--- src/rtl/uart.sv ---
// Full-duplex 8N1 UART: valid/ready parallel side, tx/rx serial pins.
// Bit time is CLK_FREQ/BAUD_RATE clock cycles (integer-truncated).
// Optional build macro UART_FRAME_ERR_EN adds the rx_frame_err level output.
module uart #(
    parameter int DATA_WIDTH = 8,
    parameter int BAUD_RATE  = 115200,
    parameter int CLK_FREQ   = 50000000
) (
    input  logic                  clk,
    input  logic                  reset,
    input  logic                  ena,
    input  logic [DATA_WIDTH-1:0] tx_data,
    input  logic                  tx_valid,
    output logic                  tx_ready,
    output logic [DATA_WIDTH-1:0] rx_data,
    output logic                  rx_valid,
`ifdef UART_FRAME_ERR_EN
    output logic                  rx_frame_err,
`endif
    input  logic                  rx,
    output logic                  tx
);

    localparam int CLKS_PER_BIT = CLK_FREQ / BAUD_RATE;
    localparam int CNT_W        = $clog2(CLKS_PER_BIT + 1);
    localparam int BIT_W        = (DATA_WIDTH > 1) ? $clog2(DATA_WIDTH) : 1;
    localparam logic [CNT_W-1:0] CNT_LAST = CNT_W'(CLKS_PER_BIT - 1);
    localparam logic [CNT_W-1:0] CNT_HALF = CNT_W'(CLKS_PER_BIT / 2 - 1);
    localparam logic [BIT_W-1:0] BIT_LAST = BIT_W'(DATA_WIDTH - 1);

    typedef enum logic [1:0] {
        TX_IDLE  = 2'd0,
        TX_START = 2'd1,
        TX_DATA  = 2'd2,
        TX_STOP  = 2'd3
    } tx_state_t;

    typedef enum logic [1:0] {
        RX_IDLE  = 2'd0,
        RX_START = 2'd1,
        RX_DATA  = 2'd2,
        RX_STOP  = 2'd3
    } rx_state_t;

    // ------------------------------------------------------------------
    // Transmitter
    // ------------------------------------------------------------------
    tx_state_t             tx_state_r, tx_state_n_s;
    logic [CNT_W-1:0]      tx_cnt_r, tx_cnt_n_s;
    logic [BIT_W-1:0]      tx_bit_r, tx_bit_n_s;
    logic [DATA_WIDTH-1:0] tx_data_r, tx_data_n_s;
    logic                  tx_r, tx_n_s;
    logic                  tx_ready_r, tx_ready_n_s;
    logic                  tx_accept_s;

    // TX state register and registered serial/handshake outputs
    always_ff @(posedge clk) begin
        if (reset) begin
            tx_state_r <= TX_IDLE;
            tx_cnt_r   <= '0;
            tx_bit_r   <= '0;
            tx_data_r  <= '0;
            tx_r       <= 1'b1;
            tx_ready_r <= 1'b0;
        end else begin
            tx_state_r <= tx_state_n_s;
            tx_cnt_r   <= tx_cnt_n_s;
            tx_bit_r   <= tx_bit_n_s;
            tx_data_r  <= tx_data_n_s;
            tx_r       <= tx_n_s;
            tx_ready_r <= tx_ready_n_s;
        end
    end

    // TX next state: accept a word in IDLE, then walk start/data/stop bit times
    always_comb begin
        tx_state_n_s = tx_state_r;
        tx_cnt_n_s   = tx_cnt_r;
        tx_bit_n_s   = tx_bit_r;
        tx_accept_s  = 1'b0;
        case (tx_state_r)
            TX_IDLE: begin
                tx_cnt_n_s = '0;
                tx_bit_n_s = '0;
                if (tx_valid && tx_ready_r && ena) begin
                    tx_accept_s  = 1'b1;
                    tx_state_n_s = TX_START;
                end else begin
                    tx_state_n_s = TX_IDLE;
                end
            end
            TX_START: begin
                if (tx_cnt_r == CNT_LAST) begin
                    tx_cnt_n_s   = '0;
                    tx_bit_n_s   = '0;
                    tx_state_n_s = TX_DATA;
                end else begin
                    tx_cnt_n_s = tx_cnt_r + CNT_W'(1);
                end
            end
            TX_DATA: begin
                if (tx_cnt_r == CNT_LAST) begin
                    tx_cnt_n_s = '0;
                    if (tx_bit_r == BIT_LAST) begin
                        tx_bit_n_s   = '0;
                        tx_state_n_s = TX_STOP;
                    end else begin
                        tx_bit_n_s = tx_bit_r + BIT_W'(1);
                    end
                end else begin
                    tx_cnt_n_s = tx_cnt_r + CNT_W'(1);
                end
            end
            TX_STOP: begin
                if (tx_cnt_r == CNT_LAST) begin
                    tx_cnt_n_s   = '0;
                    tx_state_n_s = TX_IDLE;
                end else begin
                    tx_cnt_n_s = tx_cnt_r + CNT_W'(1);
                end
            end
            default: begin
                tx_cnt_n_s   = '0;
                tx_bit_n_s   = '0;
                tx_state_n_s = TX_IDLE;
            end
        endcase
    end

    // TX outputs decoded from the next state so tx/tx_ready align with the state
    always_comb begin
        tx_data_n_s  = tx_accept_s ? tx_data : tx_data_r;
        tx_ready_n_s = 1'b0;
        case (tx_state_n_s)
            TX_IDLE: begin
                tx_n_s       = 1'b1;
                tx_ready_n_s = ena;
            end
            TX_START: tx_n_s = 1'b0;
            TX_DATA:  tx_n_s = tx_data_r[tx_bit_n_s];
            TX_STOP:  tx_n_s = 1'b1;
            default:  tx_n_s = 1'b1;
        endcase
    end

    assign tx       = tx_r;
    assign tx_ready = tx_ready_r;

    // ------------------------------------------------------------------
    // Receiver
    // ------------------------------------------------------------------
    logic                  rx_meta_r, rx_sync_r;
    rx_state_t             rx_state_r, rx_state_n_s;
    logic [CNT_W-1:0]      rx_cnt_r, rx_cnt_n_s;
    logic [BIT_W-1:0]      rx_bit_r, rx_bit_n_s;
    logic [DATA_WIDTH-1:0] rx_shift_r, rx_shift_n_s;
    logic [DATA_WIDTH-1:0] rx_data_r, rx_data_n_s;
    logic                  rx_valid_r, rx_valid_n_s;
    logic                  rx_wait_r, rx_wait_n_s;
    logic                  rx_start_det_s, rx_stop_ok_s, rx_stop_bad_s;
    logic                  rx_ferr_r, rx_ferr_n_s;

    // Two-flop synchroniser for the asynchronous serial input (idles high)
    always_ff @(posedge clk) begin
        if (reset) begin
            rx_meta_r <= 1'b1;
            rx_sync_r <= 1'b1;
        end else begin
            rx_meta_r <= rx;
            rx_sync_r <= rx_meta_r;
        end
    end

    // RX state register and registered word/flag outputs
    always_ff @(posedge clk) begin
        if (reset) begin
            rx_state_r <= RX_IDLE;
            rx_cnt_r   <= '0;
            rx_bit_r   <= '0;
            rx_shift_r <= '0;
            rx_data_r  <= '0;
            rx_valid_r <= 1'b0;
            rx_wait_r  <= 1'b0;
            rx_ferr_r  <= 1'b0;
        end else begin
            rx_state_r <= rx_state_n_s;
            rx_cnt_r   <= rx_cnt_n_s;
            rx_bit_r   <= rx_bit_n_s;
            rx_shift_r <= rx_shift_n_s;
            rx_data_r  <= rx_data_n_s;
            rx_valid_r <= rx_valid_n_s;
            rx_wait_r  <= rx_wait_n_s;
            rx_ferr_r  <= rx_ferr_n_s;
        end
    end

    // RX next state: detect start, confirm at half bit, sample mid-bit, check stop
    always_comb begin
        rx_state_n_s   = rx_state_r;
        rx_cnt_n_s     = rx_cnt_r;
        rx_bit_n_s     = rx_bit_r;
        rx_shift_n_s   = rx_shift_r;
        rx_wait_n_s    = rx_wait_r;
        rx_start_det_s = 1'b0;
        rx_stop_ok_s   = 1'b0;
        rx_stop_bad_s  = 1'b0;
        case (rx_state_r)
            RX_IDLE: begin
                rx_cnt_n_s  = '0;
                rx_bit_n_s  = '0;
                rx_wait_n_s = 1'b0;
                if (ena && !rx_sync_r) begin
                    rx_start_det_s = 1'b1;
                    rx_state_n_s   = RX_START;
                end else begin
                    rx_state_n_s = RX_IDLE;
                end
            end
            RX_START: begin
                if (rx_cnt_r == CNT_HALF) begin
                    rx_cnt_n_s = '0;
                    // A line already back high at mid start bit is a glitch
                    if (!rx_sync_r) begin
                        rx_state_n_s = RX_DATA;
                    end else begin
                        rx_state_n_s = RX_IDLE;
                    end
                end else begin
                    rx_cnt_n_s = rx_cnt_r + CNT_W'(1);
                end
            end
            RX_DATA: begin
                if (rx_cnt_r == CNT_LAST) begin
                    rx_cnt_n_s   = '0;
                    rx_shift_n_s = {rx_sync_r, rx_shift_r[DATA_WIDTH-1:1]};
                    if (rx_bit_r == BIT_LAST) begin
                        rx_bit_n_s   = '0;
                        rx_state_n_s = RX_STOP;
                    end else begin
                        rx_bit_n_s = rx_bit_r + BIT_W'(1);
                    end
                end else begin
                    rx_cnt_n_s = rx_cnt_r + CNT_W'(1);
                end
            end
            RX_STOP: begin
                if (rx_wait_r) begin
                    // Framing error: hold here until the line idles high again
                    if (rx_sync_r) begin
                        rx_wait_n_s  = 1'b0;
                        rx_state_n_s = RX_IDLE;
                    end else begin
                        rx_state_n_s = RX_STOP;
                    end
                end else if (rx_cnt_r == CNT_LAST) begin
                    rx_cnt_n_s = '0;
                    if (rx_sync_r) begin
                        rx_stop_ok_s = 1'b1;
                        rx_state_n_s = RX_IDLE;
                    end else begin
                        rx_stop_bad_s = 1'b1;
                        rx_wait_n_s   = 1'b1;
                    end
                end else begin
                    rx_cnt_n_s = rx_cnt_r + CNT_W'(1);
                end
            end
            default: begin
                rx_cnt_n_s   = '0;
                rx_bit_n_s   = '0;
                rx_wait_n_s  = 1'b0;
                rx_state_n_s = RX_IDLE;
            end
        endcase
    end

    // RX outputs: levels cleared at start detect, set by the stop-bit verdict
    always_comb begin
        rx_valid_n_s = rx_valid_r;
        rx_data_n_s  = rx_data_r;
        rx_ferr_n_s  = rx_ferr_r;
        if (rx_start_det_s) begin
            rx_valid_n_s = 1'b0;
            rx_ferr_n_s  = 1'b0;
        end else if (rx_stop_ok_s) begin
            rx_valid_n_s = 1'b1;
            rx_data_n_s  = rx_shift_r;
        end else if (rx_stop_bad_s) begin
            rx_ferr_n_s = 1'b1;
        end else begin
            rx_valid_n_s = rx_valid_r;
        end
    end

    assign rx_data  = rx_data_r;
    assign rx_valid = rx_valid_r;

`ifdef UART_FRAME_ERR_EN
    assign rx_frame_err = rx_ferr_r;
`else
    // Framing errors are dropped silently in this build
    logic unused_ferr_s;
    assign unused_ferr_s = rx_ferr_r;
`endif

endmodule

--- config.mk ---
export PLATFORM = sky130hd
export DESIGN_NAME = uart
export DESIGN_NICKNAME = d
export VERILOG_FILES = /design/src/rtl/uart.sv
export SDC_FILE = /design/constraint.sdc
export NUM_CORES = 1
export LEC_CHECK = 0
export CORE_MARGIN = 4
export CORE_UTILIZATION = 50
export DETAILED_ROUTE_END_ITERATION = 8
export PLACE_DENSITY = 0.73
export SYNTH_ARGS = -nofsm -noshare
export SYNTH_HDL_FRONTEND = slang
export SYNTH_SLANG_ARGS = --single-unit
--- constraint.sdc ---
create_clock -name clk -period 2.49 [get_ports clk]
set_input_delay 0.498 -clock clk [delete_from_list [all_inputs] [get_ports clk]]
set_output_delay 0.498 -clock clk [all_outputs]
set_load 0.02 [all_outputs]
* After elaboration in Yosys (flattened, before gate mapping)
Cells that the tools add are included.
** Word-level totals
- Memories :: 0
- Latch bits :: 0
- Input bits :: 13
- Output and inout bits :: 11
- Register bits :: 58
- Bits in writable memories :: 0
- Memory bits (read-only) :: 0
- Word-level logic and storage cells :: 103
** Operators by class
- Equality and inequality tests :: 20
- Add/subtract/negate cells :: 4
- Shift operators :: 0
- Multipliers :: 0
- Divide/modulo/power cells :: 0
- Multiplexer cells :: 44
- Reductions and logical operators :: 17
- Bitwise gates (word level) :: 2
- $lt $le $gt $ge :: 1
** Operator list (count)
- $mux 9 :: 4
- $pmux 9 s4 :: 1
- $mux 2 :: 12
- $add 9x1->9 const B :: 2
- $eq 9x9->1 const B :: 2
- $pmux 9 s2 :: 1
- $pmux 2 s4 :: 2
- $mux 3 :: 5
- $mux 1 :: 14
- $eq 2x2->1 const B :: 6
- $eq 9x8->1 const B :: 1
- $pmux 3 s3 :: 1
- $ne 2x2->1 const B :: 4
- $add 3x1->3 const B :: 2
- $eq 2x1->1 const B :: 3
- $eq 3x3->1 const B :: 2
- $logic_not 2->1 :: 3
- $ne 3x3->1 const B :: 2
- $pmux 3 s2 :: 1
- $reduce_and 2->1 :: 3
- $reduce_or 2->1 :: 3
- $reduce_and 5->1 :: 1
- $lt 3x4->1 const B :: 1
- $reduce_bool 2->1 :: 2
- 7 further kinds :: 10

* Logic depth before layout (Yosys ltp)
Gate-level depths: netlist (run 1).
- Depth after elaboration :: 7
- Depth in mapped cells :: 11
- Gate-level depth less buffers :: 11

* Least setup slack after synthesis (run 1)
Ideal clock, no wire load.
- Path type :: register -> register
- Start point :: register tx_cnt_r[0]
- End point :: register tx_r, in the netlist tx
- Data arrival time :: 2272 ps
- Stages on the path, launching flop included :: 9
- Slack :: 146 ps
- Required time :: 2418 ps
- Setup time :: 72 ps
- Path through :: dfxtp_1 -> ha_1 -> nand4b_4 -> nor2_1 -> and2b_1 -> a311oi_1 -> ha_1 -> a31oi_1 -> a2bb2oi_1
** On the way
- Longest elaborated chain between the ends :: 6
- Elaborated cells on any way between the ends :: 16
- Classes of those cells :: 4 x eq/ne; 10 x mux; 2 x reduce/logical
** Ends and longest elaborated chain
- from (decl) :: RTL line 49 : logic [CNT_W-1:0] tx_cnt_r, tx_cnt_n_s;
- from (signal assigned) :: RTL line 67 : tx_cnt_r <= tx_cnt_n_s;
- $eq 9x9->1 (*) :: RTL line 93, 102, 115
- $mux 3 (tied with other cells) :: RTL line 102 : if (tx_cnt_r == CNT_LAST) begin
- $pmux 3 s3 / $pmux 2 s4 (equally long branches) :: RTL line 81 : case (tx_state_r)
- $bmux 1 s3 (tied with other cells) :: RTL line 140 : TX_DATA: tx_n_s = tx_data_r[tx_bit_n_s];
- $mux 1 (implied by the code) / $reduce_or 2->1 (equally long branches)
- $pmux 1 s3 (*) :: RTL line 134 : case (tx_state_n_s)
- to (signal assigned) :: RTL line 70 : tx_r <= tx_n_s;
- to (decl) :: RTL line 52 : logic tx_r, tx_n_s;
Every way passes the cells marked *; elsewhere a longest branch is shown, timed or not. The select of a mux whose other input is x is not followed.
A chain may end at the register's enable or synchronous reset.

* Final worst setup path (run 1)
Same ends and word-level chain as after synthesis.

==> results.cfg, run 1 <==
[global_routing]
grt_usage_pct = 17.1
grt_pass1_vias = 2015
grt_pass1_wl_um = 8780
grt-ovfl-total = 0
grt_max_degree = 24
grt_antenna_before_repair = 0

[cts]
numCtsBuffers = 9
clock-root-buffer = clkbuf_8
insertion_delay_ns = 0.33
clk_path_buf_depth = 2
cts_resized = 0
clock_sinks = 58
cts_tree = yes
htree_levels = 3
cts_setup_buffers = 0
clkTransAtPathRegs_ns = 0.06
cts_hold_buf = 0

[critical_path]
critPathKind = flop to flop
worstSetupEndpointType = flop
path_cells = ha_1 -> nand4b_4 -> o221a_2 -> a211oi_4 -> mux2_2 -> o311a_1 -> o21ai_1 -> a2bb2oi_1
reg2reg_depth = 8
critical-path-slowest-cell = mux2_2
crit_arrival_ns = 2.49
path_max_fanout = 8
rrSetupSlack_ns = 0.22
r2r-end = tx
endpoint = tx
r2r_start = tx_cnt_r[0]
startpoint = tx_cnt_r[0]
cp-start-kind = flop
slowest_delay_ns = 0.39
worst_ep_required_time_ns = 2.71

[final_layout]
drive_above_1_share_pct = 10.2
diodes = 0
fin_nets = 359
multi_input_area_mm2 = 0.00146
area_growth_pct = 18.5
regArea_mm2 = 0.00116
n_fill_cell = 452
fin_cells = 402

[power_and_ir_drop]
p_int_mw = 1.37
sw_frac_of_total_pct = 20.5
power_mw = 1.73
p_leak_nw = 1.37
power.share.clock_pct = 41.3
p_switching_mw = 0.354
power_density_mw_per_mm2 = 538
power.share.sequential_pct = 54.5
p_comb_share_pct = 4.2
peakVddDrop_mv = 0.310

[die]
core_mm2 = 0.00517
die_w_um = 81.6
die_area_mm2 = 0.00666
num_io_pins = 24
die_y_um = 81.6
start_util_pct = 52.3
row_count = 26

[yosys]
synth_area_mm2 = 0.00271
yosysSeqAreaShare_pct = 42.9
synth_edf_count = 0
synth-seq-cells = 58
synth_warnings = 0
synth-main-ff-cell = dfxtp_1
ys_async_sr_fraction_pct = 0
avgSynthCellArea_um2 = 9.06
syn_inst = 299
synth.net_count = 328
synth_cell_type_count = 52

[timing]
finalSetupViolations = 0
finalClockSkew_ns = 0.00882
relSlewSlack_pct = 68.8
fin_crit_ns = 2.27
rsz0062_at_grt = false
hold_violations = 0
fmax_mhz = 441
fin_crit_sh_pct = 91.0
tightest_slew_ns = 0.466
slew_viol_final = 0
tns_ns = 0

[placed_design]
dp_hpwl_um = 3690
io_buffers = 23
routabilityCongestion = 0.797
post-place-cells = 389

[detailed_routing]
routed_wl_um = 4900
ant_nets = 0
vias = 2084
wl_per_cell_um = 12.2
drtIter0Drc = 68
viasPerCell = 5.18
drt_pass1_iterations = 4
remaining_drc_errors = 0

[hold_path]
min_from = rx_meta_r
hold_class = flop to flop

[status]
outcome = finished, final reports clean

[run]
cap_violations = 0
[registers in the layout, summed over array words and instances (netlist names)]
name	cells
rx_valid	1
tx_bit_r	3
rx_state_r	2
rx_cnt_r	9
rx_data	8
rx_bit_r	3
rx_sync_r	1
tx_ready	1
rx_wait_r	1
rx_meta_r	1
tx_cnt_r	9
tx_state_r	2
tx_data_r	8
rx_shift_r	8
tx	1
[worst min-delay path by stage]
stage	endpoint	slack, ns	depth (start not counted)
after global routing	rx_sync_r	0.44	1
after floorplan	rx_sync_r	0.39	1
after global placement	rx_sync_r	0.39	1
after detailed placement	rx_sync_r	0.40	1
final	rx_sync_r	0.41	1
after CTS	rx_sync_r	0.41	1
[routing by layer]
layer	vias up	track usage, %	wire length (um)
met5	-	0	0
met4	0	9.63	100
met3	11	4.61	224
met2	45	27.1	2220
met1	954	21.0	2360
li1	1074	-	-
[cell usage in the layout, fill, tap and decap left out, types with 3 or more instances in the layout]
master / netlist / final
a21oi_1: 14 / 14
and3_1: 4 / 4
buf_4: 1 / 8
clkbuf_8: 0 / 11
clkdlybuf4s50_1: 0 / 23
dfxtp_1: 58 / 58
ha_1: 16 / 16
inv_1: 12 / 12
mux2i_1: 16 / 16
nand2_1: 35 / 35
nand3_1: 7 / 7
nand4_1: 4 / 4
nor2_1: 57 / 56
nor2b_1: 3 / 3
nor3_1: 4 / 4
xnor2_1: 7 / 7
xor2_1: 8 / 8
[cell type report]
type / instances / share of cell area, %
Timing Repair Buffer: 31 / 9.05
Clock buffer: 13 / 4.95
Sequential cell: 58 / 36.2
Inverter: 13 / 1.52
Multi-Input combinational cell: 217 / 45.6
Tap cell: 70 / 2.73
[cell usage after synthesis, drive strengths merged (3+ instances only)]
master,number,area share [%]
dfxtp,58,43
nor2,57,7.9
nand2,35,4.9
ha,16,7.4
mux2i,16,5.9
a21oi,14,2.6
inv,12,1.7
clkbuf,10,1.4
xor2,8,2.6
nand3,7,1.3
xnor2,7,2.3
and3,4,0.92
nand4,4,0.92
nor3,4,0.74
nor2b,3,0.69
o21ai,3,0.55
o221a,3,1.6
[kinds of logic after synthesis]
logic type,count (synthesis),synth area share (%)
adder cells (fa/ha/maj),16,7.39
AO/OA/AOI/OAI,38,11.6
buffers and inverters,24,3.47
flip-flops,58,42.9
AND/OR/NAND/NOR,131,23.4
multiplexers,17,6.33
XOR/XNOR,15,4.85
[metrics by stage]
step           worst slack (ns)  utilization (%)  hold slack, ns  cell area [um2]
2_1_floorplan             0.146                -           0.389             2710
3_3_place_gp              0.193             58.8           0.394             3040
3_5_place_dp             0.0995             58.8           0.397             3040
4_1_cts                  0.0896             61.9           0.410             3200
5_1_grt                  0.0804             62.0           0.435             3210
6_report                  0.224             62.0           0.407             3210
[critical path: cells and delay by family (launching register included)]
family                     cells  cell delay (ns)
DFF                            1             0.37
muxes                          1             0.39
AOI/OAI and AO/OA              5             1.05
and+or+nand+nor                1             0.15
adders and majority gates      1             0.21
[power groups by stage]
stage	logic (mW)	registers [mW]	clock network (mW)
finish	0.0719	0.942	0.713
CTS	0.0720	0.941	0.734
global route	0.0799	0.942	0.775
global placement	0.0712	0.961	0
floorplan	0.0347	0.962	0
detailed placement	0.0716	0.962	0
No activity file was read; power rests on OpenSTA's default activity.
==> inputs of run 2 (changes only) <==
CAP_MARGIN = 10   (was default)
==> results of run 2 <==
The final DEF is identical to that of run 1; final timing and power are the same.
==> inputs of run 3 (changes only) <==
ABC_CLOCK_PERIOD_IN_PS = 2490   (was default)
CORE_ASPECT_RATIO = 0.8   (was default)
DONT_BUFFER_PORTS = 1   (was default)
PLACE_DENSITY = 0.68   (was 0.73)
==> run 3 against run 2 <==
- register-to-register slack worse by 0.02 ns
- critical path depth unchanged
- flip-flop and latch count unchanged
- cell count down 8.2%
- critical endpoint unchanged
- critical path type unchanged
- die area up 0.12%
==> results.cfg, run 3 (synthesized netlist as in run 1, its figures left out) <==
[detailed_routing]
wl_per_cell_um = 13.5
ant_nets = 0
drt_pass1_iterations = 5
drtIter0Drc = 92
viasPerCell = 5.40
vias = 1994
routed_wl_um = 4970
remaining_drc_errors = 0

[final_layout]
area_growth_pct = 10.4
drive_above_1_share_pct = 10.7
n_fill_cell = 436
regArea_mm2 = 0.00116
fin_nets = 332
multi_input_area_mm2 = 0.00145
fin_cells = 369
fin_util_pct = 58.3
diodes = 0
layout_common_cells = nor2_1, dfxtp_1, nand2_1
largestRegisters = rx_cnt_r (9), tx_cnt_r (9)

[global_routing]
grt-ovfl-total = 0
grt_usage_pct = 16.6
grt_antenna_before_repair = 0
grt_max_degree = 44
grt_pass1_vias = 1919
grt_pass1_wl_um = 8830

[hold_path]
hold_class = primary input to flop
min_from = reset
whs_endpoint = tx_state_r[0]
holdPathStages = 1

[power_and_ir_drop]
power_density_mw_per_mm2 = 640
p_comb_share_pct = 1.6
p_switching_mw = 0.378
peakVddDrop_mv = 0.377
p_int_mw = 1.53
power.share.clock_pct = 48.9
power.share.sequential_pct = 49.5
sw_frac_of_total_pct = 19.8
p_leak_nw = 1.30

[critical_path]
rrSetupSlack_ns = 0.21
reg2reg_depth = 8
cp-start-kind = flop
worst_ep_required_time_ns = 2.70
worstSetupEndpointType = flop
critPathKind = flop to flop
path_max_fanout = 7
r2r_start = tx_cnt_r[0]
r2r-end = tx
crit_arrival_ns = 2.50

[timing]
fmax_mhz = 438
finalClockSkew_ns = 0.00469
rsz0062_at_grt = false
tightest_slew_ns = 0.534
hold_violations = 0
fin_crit_sh_pct = 91.7
tns_ns = 0
finalSetupViolations = 0
fin_crit_ns = 2.28
slew_viol_final = 0
relSlewSlack_pct = 64.1

[cts]
clk_path_buf_depth = 2
clkTransAtPathRegs_ns = 0.06
clock_sinks = 58
cts_hold_buf = 0
cts_tree = yes
insertion_delay_ns = 0.33
htree_levels = 3
numCtsBuffers = 9
cts_setup_buffers = 0
clock-root-buffer = clkbuf_8

[die]
die_area_mm2 = 0.00666
die_w_um = 90.3
start_util_pct = 52.9
die_y_um = 73.8
num_io_pins = 24
core_mm2 = 0.00512
row_count = 23

[placed_design]
dp_hpwl_um = 3540
io_buffers = 0
post-place-cells = 354
routabilityCongestion = 0.807

[run]
cap_violations = 0

[status]
outcome = finished, final reports clean
==> run 3: cell types whose count changed in the layout (fill, tap and decap cells not counted), sizes merged <==
cell           previous run  this run
bufinv                    0         2
clkinv                    1         4
clkbuf                   13        10
clkdlybuf4s50            23         0
buf                       8         4
==> run 3: how the worst max path moves through the flow <==
stage                  start  end  slack, ns  cells past startpoint
5_1_grt          tx_cnt_r[1]   tx       0.02                     10
3_3_place_gp   tx_state_r[0]   tx       0.26                      7
3_5_place_dp   tx_state_r[0]   tx       0.18                      7
4_1_cts        tx_state_r[0]   tx       0.16                      7
2_1_floorplan    tx_cnt_r[0]   tx       0.15                      8
6_report         tx_cnt_r[0]   tx       0.21                      8
==> run 3: final cells by class <==
cell class	instances	share of cell area, %
Clock inverter	5	2.64
Sequential cell	58	38.9
Multi-Input combinational cell	217	48.6
Timing Repair Buffer	4	1.01
Clock buffer	10	4.61
Inverter	13	1.63
Tap cell	62	2.60
==> run 3: through the flow <==
| stage | setup slack, ns | instance area [um2] | total power [mW] | hold slack [ns] |
|---|---|---|---|---|
| 2_1_floorplan | 0.146 | 2710 | 0.997 | 0.389 |
| 3_3_place_gp | 0.261 | 2770 | 0.996 | 0.407 |
| 3_5_place_dp | 0.182 | 2770 | 0.997 | 0.414 |
| 4_1_cts | 0.164 | 2990 | 1.94 | 0.213 |
| 5_1_grt | 0.0226 | 2990 | 1.99 | 0.212 |
| 6_report | 0.208 | 2990 | 1.91 | 0.240 |
==> run 3: critical path: stages, from the launching register on <==
cell	delay [ns]
dfxtp_1	0.37
ha_1	0.22
nand4b_4	0.14
o221a_4	0.25
a311oi_4	0.42
or4b_1	0.48
o311a_1	0.13
o21ai_1	0.10
a2bb2oi_1	0.08
==> run 3: power groups by stage <==
stage,registers [mW],clock network [mW],logic [mW]
after global routing,0.946,1.00,0.0353
after global placement,0.966,0,0.0298
after CTS,0.945,0.965,0.0312
after floorplan,0.962,0,0.0347
after detailed placement,0.966,0,0.0308
final,0.945,0.935,0.0310
==> run 3: what timing repair did <==
item	in CTS	in global routing
setup endpoints to repair	0	1
resized for setup	0	1
hold endpoints to repair	0	0
==> run 3: metal layers <==
| layer | vias up | track usage [%] | part of all wire, % |
|---|---|---|---|
| li1 | 1026 | - | - |
| met1 | 896 | 21.3 | 52 |
| met2 | 64 | 25.3 | 40 |
| met3 | 8 | 6.76 | 6.6 |
| met4 | 0 | 6.28 | 1.3 |
| met5 | - | 0 | 0 |
